$ cat src/rtl/clk_rst_seq_pkg.sv
// Shared types and helpers for the clock-enable / reset sequencer.
// The watchdog is compiled in only when CLK_RST_SEQ_WATCHDOG_EN is defined.
package clk_rst_seq_pkg;

    typedef enum logic [2:0] {
        ST_IDLE,
        ST_HOLD,
        ST_STAGGER,
        ST_RUN,
        ST_DONE
    } seq_state_e;

    // Bits needed to hold values 0..max_val; never narrower than one bit.
    function automatic int cnt_width(input int max_val);
        return (max_val < 1) ? 1 : $clog2(max_val + 1);
    endfunction

    // Cycles between the release of channel 0 and the release of channel ch.
    function automatic int release_offset(input int ch, input int stagger);
        return ch * stagger;
    endfunction

endpackage

$ cat src/rtl/ce_divider.sv
// Per-domain clock-enable divider: strobes once every 'ratio' cycles while not cleared.
// A ratio of 0 or 1 makes the enable continuously high.
module ce_divider
    import clk_rst_seq_pkg::*;
#(
    parameter int DIV_W = 8
) (
    input  logic             clk,
    input  logic             rst_n,
    input  logic             clr,
    input  logic [DIV_W-1:0] ratio,
    output logic             ce
);

    logic [DIV_W-1:0] cnt;
    logic             bypass;
    logic             hit;

    assign bypass = (ratio <= DIV_W'(1));
    assign hit    = (cnt == DIV_W'(ratio - 1'b1));
    assign ce     = !clr && (bypass || hit);

    // Counter sits at zero while the domain is in reset so the first strobe lands ratio cycles after release.
    always_ff @(posedge clk or negedge rst_n) begin
        if (!rst_n) begin
            cnt <= '0;
        end else if (clr || bypass || hit) begin
            cnt <= '0;
        end else begin
            cnt <= cnt + 1'b1;
        end
    end

endmodule

$ cat src/rtl/clk_rst_seq.sv
// Clock-enable and staggered reset sequencer for FPGA and simulation tops.
// Define CLK_RST_SEQ_WATCHDOG_EN to enable the run-length watchdog and the timeout flag.
module clk_rst_seq
    import clk_rst_seq_pkg::*;
#(
    parameter int NUM_CH    = 2,
    parameter int DIV_W     = 8,
    parameter int HOLD_W    = 16,
    parameter int STAGGER   = 4,
    parameter int TIMEOUT_W = 32
) (
    input  logic                    clk,
    input  logic                    rst_n,
    input  logic                    start,
    input  logic                    abort,
    input  logic [NUM_CH*DIV_W-1:0] div_ratio,
    input  logic [HOLD_W-1:0]       hold_cycles,
    input  logic [TIMEOUT_W-1:0]    timeout_cycles,
    output logic [NUM_CH-1:0]       ce_out,
    output logic [NUM_CH-1:0]       rst_out,
    output logic                    running,
    output logic                    timeout
);

    localparam int STG_MAX = release_offset(NUM_CH - 1, STAGGER);
    localparam int STG_W   = cnt_width(STG_MAX);

    seq_state_e              state;
    logic [HOLD_W-1:0]       hold_cnt;
    logic [HOLD_W-1:0]       hold_lat;
    logic [HOLD_W-1:0]       hold_eff;
    logic [NUM_CH*DIV_W-1:0] div_lat;
    logic [STG_W-1:0]        stg_cnt;
    logic                    stg_last;

`ifdef CLK_RST_SEQ_WATCHDOG_EN
    logic [TIMEOUT_W-1:0]    wd_cnt;
    logic [TIMEOUT_W-1:0]    timeout_lat;
    logic                    timeout_r;

    assign timeout = timeout_r;
`else
    logic                    unused_timeout_cycles;

    assign unused_timeout_cycles = ^timeout_cycles;
    assign timeout               = 1'b0;
`endif

    assign hold_eff = (hold_cycles == '0) ? HOLD_W'(1) : hold_cycles;
    assign stg_last = ((int'(stg_cnt) + 1) == STG_MAX);

    // Abort outranks every other event once a sequence has been started; IDLE ignores it.
    always_ff @(posedge clk or negedge rst_n) begin
        if (!rst_n) begin
            state    <= ST_IDLE;
            rst_out  <= '1;
            running  <= 1'b0;
            hold_cnt <= '0;
            hold_lat <= '0;
            div_lat  <= '0;
            stg_cnt  <= '0;
`ifdef CLK_RST_SEQ_WATCHDOG_EN
            wd_cnt      <= '0;
            timeout_lat <= '0;
            timeout_r   <= 1'b0;
`endif
        end else if (abort && state != ST_IDLE) begin
            state    <= ST_HOLD;
            hold_cnt <= hold_lat;
            stg_cnt  <= '0;
            rst_out  <= '1;
            running  <= 1'b0;
        end else begin
            case (state)
                ST_IDLE, ST_DONE: begin
                    if (start) begin
                        state    <= ST_HOLD;
                        hold_cnt <= hold_eff;
                        hold_lat <= hold_eff;
                        div_lat  <= div_ratio;
                        stg_cnt  <= '0;
`ifdef CLK_RST_SEQ_WATCHDOG_EN
                        timeout_lat <= timeout_cycles;
                        timeout_r   <= 1'b0;
`endif
                    end
                end
                ST_HOLD: begin
                    if (hold_cnt == '0) begin
                        rst_out[0] <= 1'b0;
                        stg_cnt    <= '0;
                        if (NUM_CH == 1) begin
                            state   <= ST_RUN;
                            running <= 1'b1;
`ifdef CLK_RST_SEQ_WATCHDOG_EN
                            wd_cnt  <= '0;
`endif
                        end else begin
                            state <= ST_STAGGER;
                        end
                    end else begin
                        hold_cnt <= hold_cnt - 1'b1;
                    end
                end
                ST_STAGGER: begin
                    for (int i = 1; i < NUM_CH; i++) begin
                        if ((int'(stg_cnt) + 1) == release_offset(i, STAGGER)) begin
                            rst_out[i] <= 1'b0;
                        end
                    end
                    if (stg_last) begin
                        state   <= ST_RUN;
                        running <= 1'b1;
`ifdef CLK_RST_SEQ_WATCHDOG_EN
                        wd_cnt  <= '0;
`endif
                    end else begin
                        stg_cnt <= stg_cnt + 1'b1;
                    end
                end
                ST_RUN: begin
`ifdef CLK_RST_SEQ_WATCHDOG_EN
                    if (timeout_lat != '0 && wd_cnt == timeout_lat - 1'b1) begin
                        state     <= ST_DONE;
                        rst_out   <= '1;
                        running   <= 1'b0;
                        timeout_r <= 1'b1;
                    end else begin
                        wd_cnt <= wd_cnt + 1'b1;
                    end
`endif
                end
                default: begin
                    state <= ST_IDLE;
                end
            endcase
        end
    end

    for (genvar i = 0; i < NUM_CH; i++) begin : g_div
        ce_divider #(
            .DIV_W (DIV_W)
        ) u_div (
            .clk   (clk),
            .rst_n (rst_n),
            .clr   (rst_out[i]),
            .ratio (div_lat[i*DIV_W +: DIV_W]),
            .ce    (ce_out[i])
        );
    end

endmodule

$ cat config.mk
export PLATFORM = sky130hd
export DESIGN_NAME = clk_rst_seq
export DESIGN_NICKNAME = d
export VERILOG_FILES = /design/src/rtl/clk_rst_seq_pkg.sv /design/src/rtl/ce_divider.sv /design/src/rtl/clk_rst_seq.sv
export SDC_FILE = /design/constraint.sdc
export NUM_CORES = 1
export LEC_CHECK = 0
export BUFFER_PORTS_ARGS = -buffer_cell sky130_fd_sc_hd__buf_2
export CORE_AREA = 2 2 104 106
export DETAILED_ROUTE_END_ITERATION = 8
export DIE_AREA = 0 0 106 108
export PLACE_DENSITY = 0.66
export SYNTH_ARGS = -nofsm -noshare
export SYNTH_HDL_FRONTEND = slang
export SYNTH_HIERARCHICAL = 1
export SYNTH_SLANG_ARGS = --single-unit
$ cat constraint.sdc
create_clock -name clk -period 2.7 [get_ports clk]
set_input_delay 0.54 -clock clk [delete_from_list [all_inputs] [get_ports clk]]
set_output_delay 0.54 -clock clk [all_outputs]
set_load 0.03 [all_outputs]
== Word level (Yosys, flattened, before mapping) ==
Cells that the tools add are included.
Operators by class
  add/sub/neg operators: 7
  $lt $le $gt $ge: 2
  eq/ne operators: 13
  mux-type cells: 25
  bitwise logic cells: 1
  reduce and logical (&&, ||, !) cells: 28
Operator list (number)
  $mux 16: 4
  $logic_not 16->1: 2
  $pmux 16 s2: 1
  $mux 3: 8
  $add 8x1->8 const B: 2
  $eq 8x8->1: 2
  $le 8x1->1 const B: 2
  $mux 8: 2
  $sub 16x1->16 const B: 1
  $sub 8x1->8 const B: 2
  $ne 3x3->1 const B: 5
  $pmux 3 s4: 1
  $pmux 3 s3: 1
  $reduce_and 4->1: 2
  $reduce_bool 2->1: 4
  $mux 1: 7
  $eq 3x2->1 const B: 2
  $logic_or 1x1->1: 6
  $reduce_and 3->1: 2
  $reduce_bool 3->1: 2
  $add 3x1->4 const B: 1
  $eq 4x3->1 const B: 1
  $reduce_and 2->1: 2
  $reduce_bool 4->1: 1
  10 further kinds: 13
Word-level totals
  flip-flop bits (word level): 73
  input port bits: 68
  output and inout bits: 6
  logic and storage cells: 86

== Logic depth before layout (Yosys ltp) ==
  word-level depth: 5
  depth in mapped cells: 9
  mapped depth without buffers: 7

== Cells and area by module ==
Netlist, hierarchy kept.
Modules (own cells, without submodules)
  clk_rst_seq: instances 1, cells each 291, area an instance 2971.6 um2, sequential area each 1403.8 um2
  ce_divider: instances 2, cells each 67, area an instance 631.9 um2, sequential area each 200.2 um2

== Worst setup path before layout ==
OpenSTA, ideal clock, no wires.
  path kind: flip-flop to output port
  start point: register g_div[0].u_div.cnt[3]
  end point: output ce_out[0]
  arrival time: 2089 ps
  required time: 2160 ps
  slack: 71 ps
  stages on the path, launching flop included: 7
  path buffers: 1
  cell sequence: dfrtp_1 -> buf_2 -> or4_1 -> a31oi_1 -> o31ai_1 -> a2111o_1 -> a21oi_1
Between the ends
  word-level cells in the longest chain between the ends: 3
RTL lines
  start, declared: line ce_divider.sv:15  | logic [DIV_W-1:0] cnt;
  start signal, assigned: line ce_divider.sv:30  | cnt <= cnt + 1'b1;
  $eq 8x8->1: line ce_divider.sv:20  | assign hit = (cnt == DIV_W'(ratio - 1'b1));
  $logic_or 1x1->1: line ce_divider.sv:21  | assign ce = !clr && (bypass || hit);
  $logic_and 1x1->1: line ce_divider.sv:21
  end, declared: line clk_rst_seq.sv:19  | output logic [NUM_CH-1:0] ce_out,
Every way passes these cells.

== Worst setup path in the final report ==
  start point: register div_lat[10]
  end point: output ce_out[1]
Between the ends
  word-level cells in the longest chain between the ends: 4
  elaborated cells on any way between the ends: 5
  classes of those cells: add/sub (1); order compare (1); eq/ne (1); reduce/logical (2)
RTL lines
  start, declared: line clk_rst_seq.sv:32  | logic [NUM_CH*DIV_W-1:0] div_lat;
  start signal, assigned: line clk_rst_seq.sv:80  | div_lat <= div_ratio;
  $sub 8x1->8: line ce_divider.sv:20
  $eq 8x8->1: line ce_divider.sv:20
  $logic_or 1x1->1 (*): line ce_divider.sv:21
  $logic_and 1x1->1 (*): line ce_divider.sv:21
Mark *: on every way between the ends. The rest lies on a longest branch, timed or not.

==> flow_metrics.py <==
metrics = {
    "timing": {
        "setup_violations": 2,
        "maxSlewHeadroom_pct": 50.2,
        "slew_viol_final": 0,
        "setup_ws_ns": -0.116,
        "clock.fmax_mhz": 355,
        "min_period_over_period_pct": 104,
        "rsz0062_at_grt": "true",
        "worst_slew_pin_slew_ns": 0.747,
        "fin_worst_skew_ns": 0.0104,
        "finalHoldViolations": 0,
        "fin_crit_ns": 2.82,
    },
    "synth": {
        "syn_inst": 425,
        "yosys_most_used_dff": "dfrtp_1",
        "yosys-top-cells-area": "dfrtp_1, mux2_2, xor2_1, o21ai_0, xnor2_1",
        "postSynthAreaPerCell_um2": 9.97,
        "synth_edf_count": 0,
        "netlist_area_um2": 4240,
        "ys_ff_latch": 72,
        "ys_seq_area_share_pct": 42.6,
        "synth_top_cell_by_area": "dfrtp_1",
        "syn_nets": 506,
        "synth_cell_types": 53,
        "synth_top_area_share_pct": 41.4,
        "yosysMostFrequentCell": "dfrtp_1",
        "yosys_warnings": 6,
        "synthTopCellsByCount": "dfrtp_1, o21ai_0, mux2_2",
        "postSynth.asyncResetShare_pct": 100,
    },
    "cts": {
        "clock-sinks": 72,
        "root_buffer": "clkbuf_8",
        "clkLatencyLatePin_ns": 0.34,
        "h-tree-depth": 3,
        "cts_tree": "done",
        "clk_path_buf_depth": 2,
        "numCtsBuffers": 9,
        "clkTransAtPathRegs_ns": 0.08,
    },
    "worst_setup_path": {
        "cp_top_family": "compound AO/OA/AOI/OAI gates",
        "r2r-start": "div_lat[8]",
        "cp-startpoint": "div_lat[10]",
        "r2r_slack_ns": 0.42,
        "crit_end": "ce_out[1]",
        "cpPeakStageDelay_ns": 0.50,
        "worstPathMaxFanout": 4,
        "cp.buffers_inverters": 1,
        "crit_slowest_cell": "or4_1",
        "crit_required_ns": 2.16,
        "path_depth": 6,
        "reg2reg_depth": 9,
        "cp_cell_sequence": "or4_1 -> a31oi_1 -> o31ai_2 -> a2111o_1 -> a21oi_2 -> buf_6",
        "arrival_ns": 2.28,
        "reg2reg_to": "g_div[1].u_div/cnt[5]",
        "worst_setup_path_end_kind": "output pin",
        "critical_path_class": "register to output pin",
        "start_kind": "register",
    },
    "cells_and_area": {
        "area_delta_synth_final_pct": 19.1,
        "final_nets": 563,
        "stdcell_count": 623,
        "fillers": 959,
        "finalCoreUtilization_pct": 49.3,
        "final_area_um2": 5040,
        "antenna_cells": 0,
        "drive_gt1_share_pct": 29.4,
    },
    "floorplanning": {
        "die_area_um2": 11400,
        "die_h_um": 108,
        "core_um2": 10200,
        "die_w_um": 106,
        "start_util_pct": 41.4,
        "pin_count": 74,
        "rows": 37,
    },
    "power": {
        "p_leak_uw": 0.00215,
        "vdd_drop_max_v": 0.000415,
        "power_density_nw_per_um2": 1020,
    },
    "drt": {
        "drt_first_pass_iters": 4,
        "drt_wl_total_um": 9500,
        "ant_nets": 0,
        "post_drt_wl_per_cell_um": 15.3,
        "vias_per_cell": 5.42,
        "first_iter_violations": 110,
        "route.detailed.drc": 0,
        "vias": 3374,
    },
    "place": {
        "dp_slack_ns": 0.111,
        "gp_congestion": 0.872,
        "place_area_um2": 4660,
        "hpwl_um": 6780,
        "dp.cells": 599,
        "numPortBuffers": 40,
    },
    "global_routing": {
        "grt_overflow": 0,
        "grt_start_max_net_pins": 35,
        "grt_pass1_vias": 3474,
        "grt_use_total_pct": 17.7,
        "grt_first_pass_wirelength_um": 16500,
        "antenna_found_initial": 0,
    },
    "status": {
        "violations": "negative setup slack",
        "status": "complete, but fails checks",
    },
    "run": {
        "drv_cap": 0,
    },
    "worst_hold_path": {
        "holdCritPathClass": "input pin to async pin",
    },
}
## cells by family after synthesis
kind of cell             Yosys count  share of synthesized area, %
multiplexers                      36                          9.45
adder cells (fa/ha/maj)           13                          3.84
XOR/XNOR                          39                          8.07
flip-flops                        72                          42.6
other                              1                        0.0885
buffers and inverters             34                          3.46
AND/OR/NAND/NOR                  137                          18.3
AO/OA/AOI/OAI                     93                          14.2
## through the flow
step	total power [uW]	hold slack (ns)	setup TNS (ns)
after global placement	4020	0.466	0
after CTS	5020	0.272	-0.281
final	5140	0.258	-0.192
after floorplan	3510	0.244	0
after global routing	5570	0.303	-0.405
after detailed placement	4100	0.476	0
## sequential cells by signal (all words and copies together) (netlist names)
name and count:
hold_lat 16, running 1, state 2, stg_cnt 3
hold_cnt 16, div_lat 16, rst_out 2, g_div.u_div/cnt 16
## layer usage
metal / track usage (%) / vias to the layer above / wire, um
met5: 0 / - / 0
met4: 4.61 / 0 / 65
met3: 3.80 / 6 / 426
met2: 30.8 / 69 / 4660
met1: 22.5 / 1636 / 4350
li1: - / 1663 / -
## layout by cell type, fill, tap and decap left out, types with 12 or more instances in the layout
cell / instances
xnor2_1: 17
dfrtp_1: 66
nor2_1: 15
xor2_1: 19
inv_1: 12
o21ai_0: 34
buf_2: 38
nor3_1: 24
buf_4: 25
a21oi_1: 19
mux2_2: 32
nand2_1: 21
## final cells by class
cell class,count,area [um2],share of cell area (%)
inverter,14,52.6,1.04
clock inverter,1,5.00,0.0992
sequential,72,1810,35.9
clock buffer,15,156,3.10
multi-input combinational,319,2430,48.2
timing repair buffer,66,420,8.33
tap,136,170,3.37
## worst register-to-register path: cells and delay by family (launching register included)
kind / cells / cell delay (ns)
compound gates: 1 / 0.51
xor+xnor: 1 / 0.15
fa+ha+maj: 1 / 0.16
buf+inv: 3 / 0.40
flops: 1 / 0.44
simple gates: 3 / 0.48
## worst min-delay path by stage
stage	from	depth (start not counted)	endpoint
finish	rst_n	1	div_lat[15]
floorplan	rst_n	0	div_lat[0]
global placement	hold_lat[0]	2	hold_lat[0]
CTS	rst_n	1	div_lat[15]
global route	rst_n	1	div_lat[15]
detailed placement	hold_lat[11]	2	hold_lat[11]
## power by group
group          switching (uW)  internal (uW)  leakage [uW]  total [uW]
sequential                440           1480      0.000894        1920
clock                     384            360     0.0000817         745
combinational            1250           1220       0.00117        2470
## repair_timing
item,CTS,global route
pin swaps,8,7
buffers inserted,5,3
hold buffers,0,0
endpoints found under the setup margin,2,2
resized for setup,18,16
cloned,0,0
hold endpoints to repair,0,0
Note: power is estimated with default switching activity, not from simulation.
